--- config.mk ---
export PLATFORM = sky130hd
export DESIGN_NAME = dbus_target_router
export DESIGN_NICKNAME = d
export VERILOG_FILES = /design/src/rtl/dbus_pkg.sv /design/src/rtl/dbus_addr_decode.sv /design/src/rtl/dbus_target_router.sv
export SDC_FILE = /design/constraint.sdc
export NUM_CORES = 1
export LEC_CHECK = 0
export ABC_AREA = 1
export CELL_PAD_IN_SITES_DETAIL_PLACEMENT = 1
export CELL_PAD_IN_SITES_GLOBAL_PLACEMENT = 1
export CORE_MARGIN = 2
export CORE_UTILIZATION = 22
export DETAILED_ROUTE_END_ITERATION = 8
export PLACE_DENSITY = 0.81
export SYNTH_ARGS = -nofsm -noshare
export SYNTH_HDL_FRONTEND = slang
export SYNTH_HIERARCHICAL = 1
export SYNTH_SLANG_ARGS = --single-unit
--- constraint.sdc ---
create_clock -name clk -period 1.2 [get_ports clk]
set_input_delay 0.12 -clock clk [delete_from_list [all_inputs] [get_ports clk]]
set_output_delay 0.12 -clock clk [all_outputs]
set_load 0.03 [all_outputs]
--- src/rtl/dbus_pkg.sv ---
// dbus_pkg: shared state encoding, target indices and region nibbles for the data-bus router
package dbus_pkg;
  typedef enum logic [1:0] {S_IDLE, S_ACCESS, S_RESP, S_ERR} state_t;
  localparam logic [1:0] TGT_DMEM  = 2'd0;
  localparam logic [1:0] TGT_UART  = 2'd1;
  localparam logic [1:0] TGT_TIMER = 2'd2;
  localparam logic [1:0] TGT_GPIO  = 2'd3;
  localparam logic [3:0] REG_DMEM  = 4'h0;
  localparam logic [3:0] REG_UART  = 4'h1;
  localparam logic [3:0] REG_TIMER = 4'h2;
  localparam logic [3:0] REG_GPIO  = 4'h3;
  function automatic logic [3:0] onehot(input logic [1:0] i);
    return 4'b0001 << i;
  endfunction
endpackage

--- src/rtl/dbus_addr_decode.sv ---
// dbus_addr_decode: maps the address region field to a target index plus a mapped flag
module dbus_addr_decode
  import dbus_pkg::*;
#(
  parameter int SEL_HI = 31,
  parameter int SEL_LO = 28
) (
  input  logic [31:0] addr,
  output logic        mapped,
  output logic [1:0]  idx
);
  localparam int W = SEL_HI - SEL_LO + 1;
  logic [W-1:0] region;
  assign region = addr[SEL_HI:SEL_LO];
  assign mapped = region == W'(REG_DMEM) || region == W'(REG_UART) ||
                  region == W'(REG_TIMER) || region == W'(REG_GPIO);
  assign idx = region == W'(REG_UART)  ? TGT_UART  :
               region == W'(REG_TIMER) ? TGT_TIMER :
               region == W'(REG_GPIO)  ? TGT_GPIO  : TGT_DMEM;
endmodule

--- src/rtl/dbus_target_router.sv ---
// dbus_target_router: routes one CPU data-bus access to a target and returns its response
module dbus_target_router
  import dbus_pkg::*;
#(
  parameter int TIMEOUT = 16,
  parameter int SEL_HI  = 31,
  parameter int SEL_LO  = 28
) (
  input  logic         clk,
  input  logic         rst,
  input  logic         cpu_req_valid,
  output logic         cpu_req_ready,
  input  logic [31:0]  cpu_addr,
  input  logic         cpu_we,
  input  logic [31:0]  cpu_wdata,
  input  logic [3:0]   cpu_be,
  output logic         cpu_rsp_valid,
  output logic         cpu_rsp_err,
  output logic [31:0]  cpu_rdata,
  output logic [3:0]   tgt_sel,
  output logic [31:0]  tgt_addr,
  output logic         tgt_we,
  output logic [31:0]  tgt_wdata,
  output logic [3:0]   tgt_be,
  input  logic [3:0]   tgt_ack,
  input  logic [127:0] tgt_rdata
);
  localparam int CW = $clog2(TIMEOUT + 1);
  state_t state, state_n;
  logic [1:0] idx, dec_idx;
  logic dec_mapped, accept, ack_hit, expire;
  logic [CW-1:0] cnt;
  dbus_addr_decode #(.SEL_HI(SEL_HI), .SEL_LO(SEL_LO)) u_dec (
    .addr(cpu_addr),
    .mapped(dec_mapped),
    .idx(dec_idx)
  );
  assign cpu_req_ready = !rst && state == S_IDLE;
  assign accept = state == S_IDLE && cpu_req_valid;
  assign ack_hit = state == S_ACCESS && tgt_ack[idx];
  assign expire = cnt == CW'(TIMEOUT - 1);
  // next state: an ack in the final timeout cycle still wins over the error
  always_comb begin
    state_n = state;
    state_n = state == S_IDLE   ? (cpu_req_valid ? (dec_mapped ? S_ACCESS : S_ERR) : S_IDLE) :
              state == S_ACCESS ? (ack_hit ? S_RESP : (expire ? S_ERR : S_ACCESS)) : S_IDLE;
  end
  // state, timeout counter, latched request and registered outputs derived from next state
  always_ff @(posedge clk) begin
    if (rst) begin
      state         <= S_IDLE;
      cnt           <= '0;
      idx           <= '0;
      tgt_sel       <= '0;
      tgt_addr      <= '0;
      tgt_we        <= 1'b0;
      tgt_wdata     <= '0;
      tgt_be        <= '0;
      cpu_rsp_valid <= 1'b0;
      cpu_rsp_err   <= 1'b0;
      cpu_rdata     <= '0;
    end else begin
      state         <= state_n;
      cnt           <= (state == S_ACCESS && !ack_hit) ? cnt + 1'b1 : '0;
      tgt_sel       <= state_n == S_ACCESS ? onehot(accept ? dec_idx : idx) : '0;
      cpu_rsp_valid <= state_n == S_RESP || state_n == S_ERR;
      cpu_rsp_err   <= state_n == S_ERR;
      cpu_rdata     <= (ack_hit && !tgt_we) ? tgt_rdata[32*idx +: 32] : '0;
      if (accept) begin
        idx       <= dec_idx;
        tgt_addr  <= cpu_addr;
        tgt_we    <= cpu_we;
        tgt_wdata <= cpu_wdata;
        tgt_be    <= cpu_be;
      end
    end
  end
endmodule

==> results.txt, run 1 <==
Root Buffer: clkbuf_16
WL/cell: 16.11 um
Crit Path Category: flop to flop
DRT iter0 DRCs: 110
final worst path period share: 107.9%
met2 wire length: 10240 um
Core Footprint: 21620 um^2
Routed WL: 20590 um
post-route insts no fill: 1278
crit-path max FO: 32
1st-pass router iterations: 4
Initial Util: 22.20%
vias in the first global route: 5867
count of final hold-check violations: 0
row cnt: 54
clk sinks: 116
leakage power: 3.742 nW
clk_skew: 9.237 ps
share of cells above drive strength 1: 25.25%
n_diodes: 0
Required @ worst endpoint: 1540 ps
slowest stage delay, CP: 380 ps
failing checks: setup timing
Routed Antenna Nets: 0
pre-CTS setup slack: -297.4 ps
routed vias/inst: 4.413
Synth cell types: 22
I/O pin count: 312
Max-slew headroom: 74.71%
CTS max path bufs: 2
status: finished with violations
CTS Buf Count: 17
Seq/Total Area, Yosys: 48.37%
Hold Crit Class: primary input to flop
clock share of power: 38.5%
Top FF cell, synth: dfxtp_1
pin count of the biggest net entering global routing: 44
CTS clk-pin slew, worst paths: 60 ps
Synth Instances: 662
met1 wire length: 7892 um
async set-reset flop share out of synthesis: 0%
fin crit period: 1295 ps
Post-synth top cells: nor2_1, o21ai_0, dfxtp_1
placed cells: 1238
post-DP HPWL: 14490 um
number of warnings issued by yosys: 6
most frequent CP cell: nand2_2
worst setup margin: -94.56 ps
Final Setup Violations: 41
DR DRC count: 0
Mapped Nets: 868
worst vdd ir: 0.9047 mV
Final Core Density: 42.69%
Comb power frac: 27.9%
Worst-Margin Slew: 379.3 ps
Port Buffer Count: 311
average cell area after synthesis: 7.252 um^2
met3 WL: 2165 um
GRT overflow: 0
critical-path cell list: inv_4 -> nand2_2 -> nand3_2 -> nand2_4 -> nor3_2 -> nand2_2 -> buf_12 -> a21oi_2
Die H: 151.7 um
Layout Nets: 1191
routed vias: 5640
Max-Cap Viols: 0
Sw Share: 31.16%
final-report max-slew violation count: 0
worst endpoint data arrival time: 1640 ps
critical path's top delay family: simple AND/OR/NAND/NOR gates
Cell Area, Synth: 4801 um^2
Max Clock Freq: 772.5 MHz
sequential power share: 33.6%
Worst path slowest cell: dfxtp_4
unrepaired setup endpoints after global routing: yes
most frequent cell after synthesis: nor2_1
Pint: 8.954 mW
antenna violations before repair: 0
setup TNS: -2388 ps
Skew-Pair Late Insertion Delay: 410 ps
final hold slack: 319.7 ps
full die area: 23020 um^2
Routability Congestion: 0.7211
P per Cell Area: 1409 nW/um^2
flops & latches, synth: 116
first-pass GRT wire length: 29660 um
area grow syn2layout: 92.26%
share of the synthesized area in the top cell type: 48.37%
htree depth: 4
Synth area leader: dfxtp_1
TritonCTS clock tree: done
Worst Path Buf+Inv: 2
die width: 151.7 um
Post-synth EDFFs: 0
crit end category: flop
CP Launch Type: flop
Max Used Layer: met4
synth top area cells: dfxtp_1, nor2_1, o21ai_0
net switching power: 4.054 mW
global-route usage over all layers: 16.64%
registers in the layout, summed over array words and instances (netlist names):
name and count:
idx 2, tgt_addr 32, tgt_be 4, cpu_rdata 32, cnt 5, tgt_wdata 32, cpu_rsp_valid 1, tgt_sel 4
state 2, tgt_we 1, cpu_rsp_err 1
stage by stage:
stage	total power, mW	area (um^2)
floorplan	6.118	4806
global placement	7.925	8502
detailed placement	7.992	8502
CTS	13.10	9228
global route	13.69	9230
finish	13.01	9230
layout by cell type (no fill, tap or decap), drive strengths merged:
cell | Yosys | final
nor2 | 284 | 284
clkdlybuf4s50 | 0 | 203
o21ai | 135 | 135
dfxtp | 116 | 116
buf | 18 | 98
clkdlybuf4s15 | 0 | 42
a21oi | 33 | 33
clkbuf | 28 | 24
inv | 17 | 19
nand2 | 17 | 17
clkinv | 1 | 5
nand3 | 4 | 5
clkinvlp | 0 | 4
nand4 | 2 | 2
bufinv | 0 | 2
clkdlybuf4s18 | 0 | 2
ha | 2 | 2
xor2 | 1 | 1
nor3b | 1 | 1
nor3 | 1 | 1
or2 | 1 | 1
a21boi | 1 | 1
cells by family (layout without fill, tap and decap cells):
group / count (synthesis) / count (layout) / share of synthesized area (%)
xor+xnor: 1 / 1 / 0.1825
flops: 116 / 116 / 48.37
compound gates: 169 / 169 / 20.02
buf+inv: 64 / 399 / 5.942
fa+ha+maj: 2 / 2 / 0.5212
simple gates: 310 / 311 / 24.97
path summary, 6_finish.rpt:
path,depth (start not counted),slack (ps),endpoint,start
setup / recovery,8,-90,cpu_rdata[18],idx[0]
hold reg to reg,2,480,tgt_addr[6],tgt_addr[6]
setup reg to reg,8,-90,cpu_rdata[18],idx[0]
hold / removal,3,320,tgt_wdata[11],cpu_wdata[11]
routing by layer:
metal	up-vias	GRT usage (%)
met2	204	30.34
met4	0	5.139
li1	2774	-
met3	17	7.246
met1	2645	17.14
met5	-	0
layout make-up:
cell class                      instances  area, um^2
Fill cell                            2574       12390
Timing Repair Buffer                  349        3535
Multi-Input combinational cell        483        2350
Sequential cell                       116        2335
Clock buffer                           20       446.7
Tap cell                              280       350.3
Clock inverter                         12       131.4
Inverter                               18       82.58
power by group through the flow:
stage	clock network [mW]	logic (mW)	registers [mW]
5_1_grt	5.32	3.95	4.41
2_1_floorplan	0	1.11	5.00
6_report	5.01	3.63	4.37
3_3_place_gp	0	3.49	4.43
4_1_cts	5.17	3.55	4.38
3_5_place_dp	0	3.54	4.45
what timing repair did:
item	in CTS	in global routing
gates cloned	0	5
setup endpoints to repair	184	97
hold buffers	0	0
resized for setup	374	96
setup buffers	0	3
pin swaps	9	10
endpoints found under the hold margin	0	0
worst register-to-register path: stages (launching register included):
cell	delay, ps
dfxtp_4	380
inv_4	90
nand2_2	50
nand3_2	70
nand2_4	80
nor3_2	120
nand2_2	90
buf_12	190
a21oi_2	180
Power figures use the tool's default switching activity.
==> run 2: changes to the inputs <==
- CTS_CLUSTER_DIAMETER: default -> 120
==> results of run 2 <==
Final layout, timing and power as in run 1 (identical DEF).
